### src/rtl/exec_unit_p.sv
// Execute stage with a parametrised ALU, flag register, branch resolution and data movement.
// Shifts and rotates step one bit per cycle so wide datapaths avoid a barrel shifter.
`timescale 1ns/1ps
module exec_unit_p #(
  parameter int WIDTH = 8,
  parameter int SHW   = 3
) (
  input  logic             clk,
  input  logic             rst,
  input  logic             in_valid,
  output logic             in_ready,
  input  logic [5:0]       aluop,
  input  logic [WIDTH-1:0] op1,
  input  logic [WIDTH-1:0] op2,
  input  logic [WIDTH-1:0] immdata,
  input  logic [WIDTH-1:0] memorydata,
  input  logic [WIDTH-1:0] dipsdata,
  output logic             out_valid,
  output logic [WIDTH-1:0] data_output,
  output logic             en_write,
  output logic             en_writedm,
  output logic [WIDTH-1:0] DatainMemory,
  output logic [WIDTH:0]   datainseg,
  output logic             jump,
  output logic [3:0]       flags
);

  localparam logic [5:0] OP_ADD = 6'd1,  OP_AND = 6'd2,  OP_SUB = 6'd3,  OP_OR = 6'd4;
  localparam logic [5:0] OP_XOR = 6'd5,  OP_MOV = 6'd6,  OP_NOT = 6'd7,  OP_SAR = 6'd8;
  localparam logic [5:0] OP_SLR = 6'd9,  OP_SAL = 6'd10, OP_SLL = 6'd11, OP_ROL = 6'd12;
  localparam logic [5:0] OP_ROR = 6'd13, OP_INC = 6'd14, OP_DEC = 6'd15;
  localparam logic [5:0] OP_SHOWRSEG = 6'd17, OP_CMP = 6'd18, OP_JE = 6'd19, OP_JB = 6'd20;
  localparam logic [5:0] OP_JA = 6'd21, OP_JL = 6'd22, OP_JG = 6'd23, OP_JMP = 6'd24;
  localparam logic [5:0] OP_LI = 6'd25, OP_LM = 6'd26, OP_STOREDM = 6'd27, OP_LDIP = 6'd28;
  localparam logic [5:0] OP_SHOWDM = 6'd29, OP_SHOWDMSEG = 6'd30;

  localparam logic [WIDTH-1:0] W_VAL   = WIDTH'(WIDTH);
  localparam logic [WIDTH-1:0] ONE     = WIDTH'(1);
  localparam logic [SHW:0]     W_CNT   = (SHW+1)'(WIDTH);
  localparam logic [SHW:0]     CNT_ONE = (SHW+1)'(1);

  typedef enum logic [1:0] {S_IDLE, S_SHIFT, S_DONE} state_t;

  state_t             state_reg, state_next;
  logic [WIDTH-1:0]   acc_reg, acc_next;
  logic [SHW:0]       cnt_reg, cnt_next;
  logic [5:0]         op_reg, op_next;
  logic               msb_reg, msb_next;
  logic [WIDTH-1:0]   data_reg, data_next;
  logic [WIDTH-1:0]   dm_reg, dm_next;
  logic [WIDTH-1:0]   seg_reg, seg_next;
  logic [3:0]         flags_reg, flags_next;
  logic               en_write_reg, en_write_next;
  logic               en_writedm_reg, en_writedm_next;
  logic               jump_reg, jump_next;
  logic               seg_show_reg, seg_show_next;

  logic               is_shift, is_rot;
  logic [SHW:0]       shamt;
  logic [WIDTH-1:0]   add_b, sub_b, logic_res;
  logic [WIDTH:0]     add_res, sub_res;
  logic               add_of, sub_of;
  logic [WIDTH-1:0]   step_acc;
  logic               step_bit;
  logic               zf, cf, of, sf;

  assign {zf, cf, of, sf} = flags_reg;

  assign is_shift = (aluop >= OP_SAR) && (aluop <= OP_ROR);
  assign is_rot   = (aluop == OP_ROL) || (aluop == OP_ROR);
  // Shifts saturate at WIDTH (everything shifted out); rotates wrap.
  assign shamt = is_rot ? (SHW+1)'(op2 % W_VAL)
                        : ((op2 > W_VAL) ? W_CNT : (SHW+1)'(op2));

  assign add_b   = (aluop == OP_INC) ? ONE : op2;
  assign sub_b   = (aluop == OP_DEC) ? ONE : op2;
  assign add_res = {1'b0, op1} + {1'b0, add_b};
  assign sub_res = {1'b0, op1} - {1'b0, sub_b};
  assign add_of  = (op1[WIDTH-1] == add_b[WIDTH-1]) && (add_res[WIDTH-1] != op1[WIDTH-1]);
  assign sub_of  = (op1[WIDTH-1] != sub_b[WIDTH-1]) && (sub_res[WIDTH-1] != op1[WIDTH-1]);
  assign logic_res = (aluop == OP_AND) ? (op1 & op2) :
                     (aluop == OP_OR)  ? (op1 | op2) : (op1 ^ op2);

  // One-bit step of the captured shift/rotate; step_bit is the bit leaving the word.
  always_comb begin
    step_acc = {acc_reg[WIDTH-2:0], 1'b0};
    step_bit = acc_reg[WIDTH-1];
    case (op_reg)
      OP_SAR: begin step_acc = {acc_reg[WIDTH-1], acc_reg[WIDTH-1:1]}; step_bit = acc_reg[0]; end
      OP_SLR: begin step_acc = {1'b0, acc_reg[WIDTH-1:1]};             step_bit = acc_reg[0]; end
      OP_ROL: begin step_acc = {acc_reg[WIDTH-2:0], acc_reg[WIDTH-1]};  step_bit = acc_reg[WIDTH-1]; end
      OP_ROR: begin step_acc = {acc_reg[0], acc_reg[WIDTH-1:1]};        step_bit = acc_reg[0]; end
      default: ;
    endcase
  end

  always_comb begin
    state_next      = state_reg;
    acc_next        = acc_reg;
    cnt_next        = cnt_reg;
    op_next         = op_reg;
    msb_next        = msb_reg;
    data_next       = data_reg;
    dm_next         = dm_reg;
    seg_next        = seg_reg;
    flags_next      = flags_reg;
    en_write_next   = 1'b0;
    en_writedm_next = 1'b0;
    jump_next       = 1'b0;
    seg_show_next   = 1'b0;
    case (state_reg)
      S_IDLE: begin
        if (in_valid) begin
          if (is_shift && (shamt != '0)) begin
            acc_next   = op1;
            cnt_next   = shamt;
            op_next    = aluop;
            msb_next   = op1[WIDTH-1];
            state_next = S_SHIFT;
          end else begin
            state_next = S_DONE;
            case (aluop)
              OP_ADD, OP_INC: begin
                data_next     = add_res[WIDTH-1:0];
                en_write_next = 1'b1;
                flags_next    = {add_res[WIDTH-1:0] == '0, add_res[WIDTH], add_of, add_res[WIDTH-1]};
              end
              OP_SUB, OP_DEC, OP_CMP: begin
                if (aluop != OP_CMP) begin
                  data_next     = sub_res[WIDTH-1:0];
                  en_write_next = 1'b1;
                end
                flags_next = {sub_res[WIDTH-1:0] == '0, sub_res[WIDTH], sub_of, sub_res[WIDTH-1]};
              end
              OP_AND, OP_OR, OP_XOR: begin
                data_next     = logic_res;
                en_write_next = 1'b1;
                flags_next    = {logic_res == '0, 2'b00, logic_res[WIDTH-1]};
              end
              OP_MOV: begin data_next = op2;  en_write_next = 1'b1; end
              OP_NOT: begin data_next = ~op1; en_write_next = 1'b1; end
              // Zero-length shift or rotate: pass op1 through, flags untouched.
              OP_SAR, OP_SLR, OP_SAL, OP_SLL, OP_ROL, OP_ROR: begin
                data_next     = op1;
                en_write_next = 1'b1;
              end
              OP_JE:  jump_next = zf;
              OP_JB:  jump_next = cf;
              OP_JA:  jump_next = !zf && !cf;
              OP_JL:  jump_next = (sf != of);
              OP_JG:  jump_next = (sf == of) && !zf;
              OP_JMP: jump_next = 1'b1;
              OP_LI:   begin data_next = immdata;    en_write_next = 1'b1; end
              OP_LM:   begin data_next = memorydata; en_write_next = 1'b1; end
              OP_LDIP: begin data_next = dipsdata;   en_write_next = 1'b1; end
              OP_STOREDM:   begin dm_next = op1; en_writedm_next = 1'b1; end
              OP_SHOWRSEG:  begin seg_next = op1; seg_show_next = 1'b1; end
              OP_SHOWDM:    data_next = memorydata;
              OP_SHOWDMSEG: begin seg_next = memorydata; seg_show_next = 1'b1; end
              default: ;
            endcase
          end
        end
      end
      S_SHIFT: begin
        acc_next = step_acc;
        cnt_next = cnt_reg - CNT_ONE;
        if (cnt_reg == CNT_ONE) begin
          data_next     = step_acc;
          en_write_next = 1'b1;
          flags_next    = {step_acc == '0, step_bit, step_acc[WIDTH-1] != msb_reg, step_acc[WIDTH-1]};
          state_next    = S_DONE;
        end
      end
      S_DONE:  state_next = S_IDLE;
      default: state_next = S_IDLE;
    endcase
  end

  always_ff @(posedge clk or posedge rst) begin
    if (rst) state_reg <= S_IDLE;
    else     state_reg <= state_next;
  end

  always_ff @(posedge clk or posedge rst) begin
    if (rst) begin
      acc_reg        <= '0;
      cnt_reg        <= '0;
      op_reg         <= '0;
      msb_reg        <= 1'b0;
      data_reg       <= '0;
      dm_reg         <= '0;
      seg_reg        <= '0;
      flags_reg      <= '0;
      en_write_reg   <= 1'b0;
      en_writedm_reg <= 1'b0;
      jump_reg       <= 1'b0;
      seg_show_reg   <= 1'b0;
    end else begin
      acc_reg        <= acc_next;
      cnt_reg        <= cnt_next;
      op_reg         <= op_next;
      msb_reg        <= msb_next;
      data_reg       <= data_next;
      dm_reg         <= dm_next;
      seg_reg        <= seg_next;
      flags_reg      <= flags_next;
      en_write_reg   <= en_write_next;
      en_writedm_reg <= en_writedm_next;
      jump_reg       <= jump_next;
      seg_show_reg   <= seg_show_next;
    end
  end

  assign in_ready     = (state_reg == S_IDLE);
  assign out_valid    = (state_reg == S_DONE);
  assign data_output  = data_reg;
  assign en_write     = en_write_reg;
  assign en_writedm   = en_writedm_reg;
  assign DatainMemory = dm_reg;
  assign datainseg    = {seg_show_reg, seg_reg};
  assign jump         = jump_reg;
  assign flags        = flags_reg;

endmodule

### config.mk
export PLATFORM = sky130hd
export DESIGN_NAME = exec_unit_p
export DESIGN_NICKNAME = d
export VERILOG_FILES = /design/src/rtl/exec_unit_p.sv
export SDC_FILE = /design/constraint.sdc
export NUM_CORES = 1
export LEC_CHECK = 0
export BUFFER_PORTS_ARGS = -buffer_cell sky130_fd_sc_hd__buf_2
export CORE_MARGIN = 2
export CORE_UTILIZATION = 46
export DETAILED_ROUTE_END_ITERATION = 16
export GPL_TIMING_DRIVEN = 0
export PLACE_DENSITY = 0.68
export SKIP_CTS_REPAIR_TIMING = 1
export SLEW_MARGIN = 5
export SYNTH_ARGS = -nofsm -noshare
export SYNTH_HDL_FRONTEND = slang
export SYNTH_SLANG_ARGS = --single-unit
export TNS_END_PERCENT = 20
### constraint.sdc
create_clock -name clk -period 3.1 [get_ports clk]
set_clock_uncertainty 0.15 [all_clocks]
set_input_delay 0.31 -clock clk [delete_from_list [all_inputs] [get_ports clk]]
set_output_delay 0.31 -clock clk [all_outputs]
set_load 0.01 [all_outputs]
Word level (Yosys, flattened, before mapping)

Cells that the tools add are included.

Memories kept: 0
Word-level logic and storage cells: 155
Bits in latches: 0
Bits of input ports: 49
Memory bits (read-only): 0
Flip-flop bits (word level): 53
Memory bits (writable): 0

$lt $le $gt $ge: 3
Multipliers: 0
Equality and inequality tests: 51
Shifts and indexed selects: 0
Muxes and demuxes: 48
Div/mod/pow operators: 0
Reductions and logical operators: 32
Bitwise gates (word level): 5
Add/subtract/negate cells: 3

Operators with widths:

| operator            | number |
|---|---|
| $eq 6x5->1 const B  | 14 |
| $mux 8              | 10 |
| $eq 6x4->1 const B  | 12 |
| $pmux 8 s9          | 1 |
| $pmux 8 s2          | 3 |
| $logic_not 8->1     | 4 |
| $pmux 8 s4          | 1 |
| $mux 4              | 7 |
| $eq 6x3->1 const B  | 4 |
| $mux 1              | 16 |
| $pmux 4 s2          | 2 |
| $reduce_or 16->1    | 1 |
| $eq 6x2->1 const B  | 2 |
| $pmux 4 s3          | 1 |
| $ne 10x2->1 const B | 1 |
| $add 8x8->9         | 1 |
| $reduce_or 3->1     | 3 |
| $sub 8x8->9         | 1 |
| $and 8x8->8         | 1 |
| $gt 8x4->1 const B  | 1 |
| $not 8->8           | 1 |
| $or 8x8->8          | 1 |
| $reduce_and 4->1    | 2 |
| $xor 8x8->8         | 1 |
| 31 further kinds    | 51 |

Logic depth before layout (Yosys ltp)

Depth in word-level cells: 9
Depth in mapped cells: 14
Gate-level depth less buffers: 13

Worst setup path before layout

Ideal clock, no wire load.

Kind: input to register
From: input port aluop[5]
To: register data_reg[6], in the netlist data_output[6]
Arrival time: 3.306 ns
Data required time: 2.874 ns
Slack: -0.433 ns
Cell stages on the path: 13
Library setup time: 0.076 ns
Path buffers: 3
Cells stage by stage: buf_2 buf_2 or4_1 clkbuf_1 and2_1 fa_1 a211oi_1 nor3b_1 o31a_1 or3_1 a221oi_1 nor2_1 o21ai_1

Word-level cells in the longest chain between the ends: 8

RTL lines:

| item                   | RTL line | text |
|---|---|---|
| start: declaration     | 12       | `input logic [5:0] aluop,` |
| $eq 6x4->1             | 76, 122  |  |
| $mux 8                 | 76       | `assign sub_b = (aluop == OP_DEC) ? ONE : op2;` |
| $sub 8x8->9            | 78       | `assign sub_res = {1'b0, op1} - {1'b0, sub_b};` |
| $mux 8                 | 129      | `if (aluop != OP_CMP) begin` |
| $pmux 8 s9             | 122      | `case (aluop)` |
| $mux 8                 | 114      | `if (is_shift && (shamt != '0)) begin` |
| $mux 8                 | 113      | `if (in_valid) begin` |
| $pmux 8 s2             | 111      | `case (state_reg)` |
| end signal: assignment | 204      | `data_reg <= data_next;` |
| end: declaration       | 49       | `logic [WIDTH-1:0] data_reg, data_next;` |

Several ways; a longest one is shown, not always the timed one. The select of a mux whose other input is x is not followed.
A chain may end at the register's enable or synchronous reset.

Worst setup path in the final report

From: input port aluop[0]
To: register data_reg[6], in the netlist data_output[6]

The elaborated chain is that of the path after synthesis.

==> flow_results.org <==
** Outcome
- The flow ran to the end, but the final reports show violations.
- Violations in the final reports :: negative setup slack

** Routing
- WL final :: 15.8 mm
- Remaining DRCs :: 0
- Total iterations of the first detailed-routing run :: 5
- Number of DRC markers in iteration 0 :: 520
- The detail route stage leaves a number of antenna-violating nets equal to 0.
- Routed length per placed instance :: 19.8 um
- Average vias per placed instance :: 6.09
- Number of vias after detailed routing :: 4844

** Place
- During placement, the flow inserted port buffers numbering 79.
- Placed cell count :: 774
- Final GP Congestion :: 0.975
- Once placement finished, the instance area stood at 5420 um^2.
- OpenSTA, run right after detailed placement, puts the worst setup slack at -972 ps.
- Summed over all nets, the half-perimeter wirelength after detailed placement is 12.4 mm.

** Critical path
- Critical path data arrival time :: 3330 ps
- The critical path is of the in -> reg type.
- At the worst endpoint, the required time is 3190 ps.
- Crit path capture :: data_output[6]$_DFFE_PP0P_
- Of all nets on the critical path, the largest fanout is 10.
- Kind of end point of the critical path :: flop
- The worst register-to-register path has a depth of 7.
- R2R setup slack :: 380 ps
- STA classifies the critical path startpoint as an input port.
- Startpoint of the worst register-to-register path :: op_reg[1]$_DFFE_PP0P_
- The endpoint identified for the worst register-to-register timing path is flags[3]$_DFFE_PP0P_.
- Startpoint of the worst setup timing path :: aluop[0]

** CTS
- Buffers inserted during clock tree synthesis total 5.
- No sink is reached through more buffers than the 2 on the longest clock path.
- Clock edge transition at the registers on the reported setup and hold paths :: 100 ps
- Cell chosen for the clock root :: sky130_fd_sc_hd__clkbuf_8
- CTS Sinks :: 53
- H-tree levels :: 2
- Insertion delay to the later sink of the worst-skew pair :: 310 ps
- CTS tree :: yes

** Synthesis
- Synthesis inferred 53 register bits.
- In the synthesized netlist the async set-or-reset flop fraction comes to 100%.
- Number of enable-type register cells in the synthesized netlist :: 0
- After synthesis the cells add up to 4780 um^2.
- Number of library cell types mapped by synthesis :: 75
- Area contributors post-synth :: sky130_fd_sc_hd__dfrtp_1 (28%), sky130_fd_sc_hd__ha_1 (9.4%), sky130_fd_sc_hd__nand2_1 (5.4%)
- For this run, the leading register cell type out of synthesis is sky130_fd_sc_hd__dfrtp_1.
- Post-synthesis cell count :: 558
- Part of the Yosys area used for sequential elements :: 27.7%
- The Yosys step of the flow raised 0 warnings.
- Summed over all instances, the cell type with the most area after synthesis is sky130_fd_sc_hd__dfrtp_1.
- In this run the biggest area consumer among cell types represents 27.7% of the synthesized area.
- Average instance area after synthesis :: 8.57 um^2
- Nets in the synthesized netlist :: 645

** Die
- In this run the count of I/O pins placed on the die edge is 83.
- The total area inside the core boundary comes to 10200 um^2.
- In this run the core area contains 37 standard-cell rows.
- Once the floorplan was initialized, standard cells occupied 46.9% of the core.
- Area of the die :: 11200 um^2
- Measured along the x axis, the die boundary spans 106 um.
- Chip height :: 106 um

** Timing
- Across all hold checks on the routed design, the worst slack comes to 133 ps.
- Max_slew headroom :: 37.1%
- Tcrit/Tclk final :: 104%
- Timing would allow up to 0.309 GHz.
- Period minus WS final :: 3240 ps
- The final hold violation count was 0.
- Worst-case setup margin in the final layout :: -135 ps
- For the pin with the worst max-slew slack, the measured transition is 936 ps.
- Endpoints failing setup :: 4
- The number of max-slew violations in the final report came to 0.
- Final total negative setup slack :: -189 ps
- Setup repair after global routing could not meet its margin everywhere.

** Layout
- Compared with the post-synthesis result, the final layout area differs by 20.9%.
- Layout cell share with drive strength beyond 1 :: 26.6%
- After the last flow step, the layout net total stands at 745.
- The multi-input combinational cells in the finished layout cover a total of 3350 um^2.
- Number of inserted diodes :: 0
- Fill cells in the final layout number 969.
- The sequential cells in the finished layout cover a total of 1330 um^2.
- Post-layout instance count excluding filler cells :: 795
- Post-layout instance area :: 5780 um^2
- Utilization after layout :: 56.7%

** Power
- Reported leakage power :: 2.67 nW
- Dividing total power by cell area gives a power density of 476 nW/um^2.
- Summing internal, switching and leakage power gives 2.75 mW.
- VDD IR max :: 0.213 mV

** Global routing
- Largest net degree at the start of global routing :: 28
- Initial antenna violation count :: 0
- Total routing resource utilization after global routing :: 27.9%
- The via count of the first global-routing pass is 4552.
- The first global-routing pass estimated 24.2 mm of wire.
- Summed over all layers, the global routing overflow is 0.

** Worst hold path
- Worst min-delay path category :: in -> reg

** Run
- Across the run, the number of max-cap violations was 0.
worst max-delay path: stages:
cell	delay, ps
sky130_fd_sc_hd__buf_6	100
sky130_fd_sc_hd__buf_8	120
sky130_fd_sc_hd__buf_8	130
sky130_fd_sc_hd__or4_4	530
sky130_fd_sc_hd__buf_6	150
sky130_fd_sc_hd__and2_4	140
sky130_fd_sc_hd__fa_2	350
sky130_fd_sc_hd__a211oi_2	250
sky130_fd_sc_hd__nor3b_2	90
sky130_fd_sc_hd__o31a_1	270
sky130_fd_sc_hd__or3_4	360
sky130_fd_sc_hd__a221oi_4	320
sky130_fd_sc_hd__nor2_2	100
sky130_fd_sc_hd__o21ai_1	110
cell type report:
cell class,instances,share of cell area (%)
well taps,136,2.94
clock buffers,7,1.32
clock inverters,1,0.130
plain buffers,30,3.79
flip-flops and latches,53,22.9
inverters,26,1.75
multi-input cells,449,58.0
repair buffers,93,9.09
synthesized netlist by cell type, types with 8 or more instances:
cell	n
sky130_fd_sc_hd__nor3_1	17
sky130_fd_sc_hd__ha_1	36
sky130_fd_sc_hd__buf_2	17
sky130_fd_sc_hd__nand2_1	69
sky130_fd_sc_hd__o21ai_1	25
sky130_fd_sc_hd__a22oi_1	13
sky130_fd_sc_hd__nand3_1	10
sky130_fd_sc_hd__o21ai_0	13
sky130_fd_sc_hd__inv_1	25
sky130_fd_sc_hd__xnor2_1	8
sky130_fd_sc_hd__dfrtp_1	53
sky130_fd_sc_hd__mux2i_1	12
sky130_fd_sc_hd__nand2b_1	9
sky130_fd_sc_hd__a221oi_1	12
sky130_fd_sc_hd__a21oi_1	27
sky130_fd_sc_hd__nor2_1	38
sky130_fd_sc_hd__and2_1	14
sky130_fd_sc_hd__nor2b_1	14
sky130_fd_sc_hd__o21a_1	8
sky130_fd_sc_hd__a221o_1	9
metal layers:
layer | wire length [um] | track usage, % | vias to the layer above
li1 | - | - | 2273
met5 | 0 | 0 | -
met2 | 7520 | 45.7 | 199
met1 | 6700 | 38.2 | 2344
met4 | 462 | 10.5 | 0
met3 | 1080 | 3.13 | 28
worst min path at each step:
stage / start / end / slack, ps / cells after the start
6_report: memorydata[0] / seg_reg[0]$_DFFE_PP0P_ / 130 / 3
5_1_grt: memorydata[5] / seg_reg[5]$_DFFE_PP0P_ / 160 / 3
4_1_cts: rst / cnt_reg[3]$_DFFE_PP0P_ / -80 / 2
3_5_place_dp: rst / data_output[6]$_DFFE_PP0P_ / 260 / 2
3_3_place_gp: data_output[0]$_DFFE_PP0P_ / data_output[0]$_DFFE_PP0P_ / 310 / 2
2_1_floorplan: op1[6] / acc_reg[6]$_DFFE_PP0P_ / 280 / 1
cells in the final DEF (no fill, tap or decap), drive strengths merged, types with 4 or more instances in the layout:
cell type / n
o21a: 8
o21ai: 39
nand3: 10
a22oi: 13
a221oi: 12
a22o: 5
a21o: 4
xor2: 6
a31oi: 4
dfrtp: 53
or4: 4
xnor2: 8
a21oi: 27
nor3: 19
nand4: 4
inv: 25
nand2: 70
a32oi: 5
nor4: 7
nor2b: 14
o31a: 4
clkbuf: 14
a211oi: 5
nor2: 40
ha: 36
mux2: 6
or3: 4
nand2b: 10
mux2i: 12
and2: 14
a2111oi: 5
a221o: 9
and3: 7
o2111ai: 4
buf: 115
where the power goes:
group | internal (mW) | leakage (nW) | total [mW] | switching (mW)
Clock | 0.161 | 0.0385 | 0.394 | 0.233
Sequential | 0.891 | 0.672 | 1.07 | 0.177
Combinational | 0.581 | 1.96 | 1.29 | 0.707
Total | 1.63 | 2.67 | 2.75 | 1.12
cells by family after synthesis:
kind of cell / share of synthesized area, %
compound gates: 24.9
fa+ha+maj: 10.3
buf+inv: 5.39
flops: 27.7
mux: 4.01
simple gates: 25.1
xor+xnor: 2.57
(Power assumes the default switching activity.)
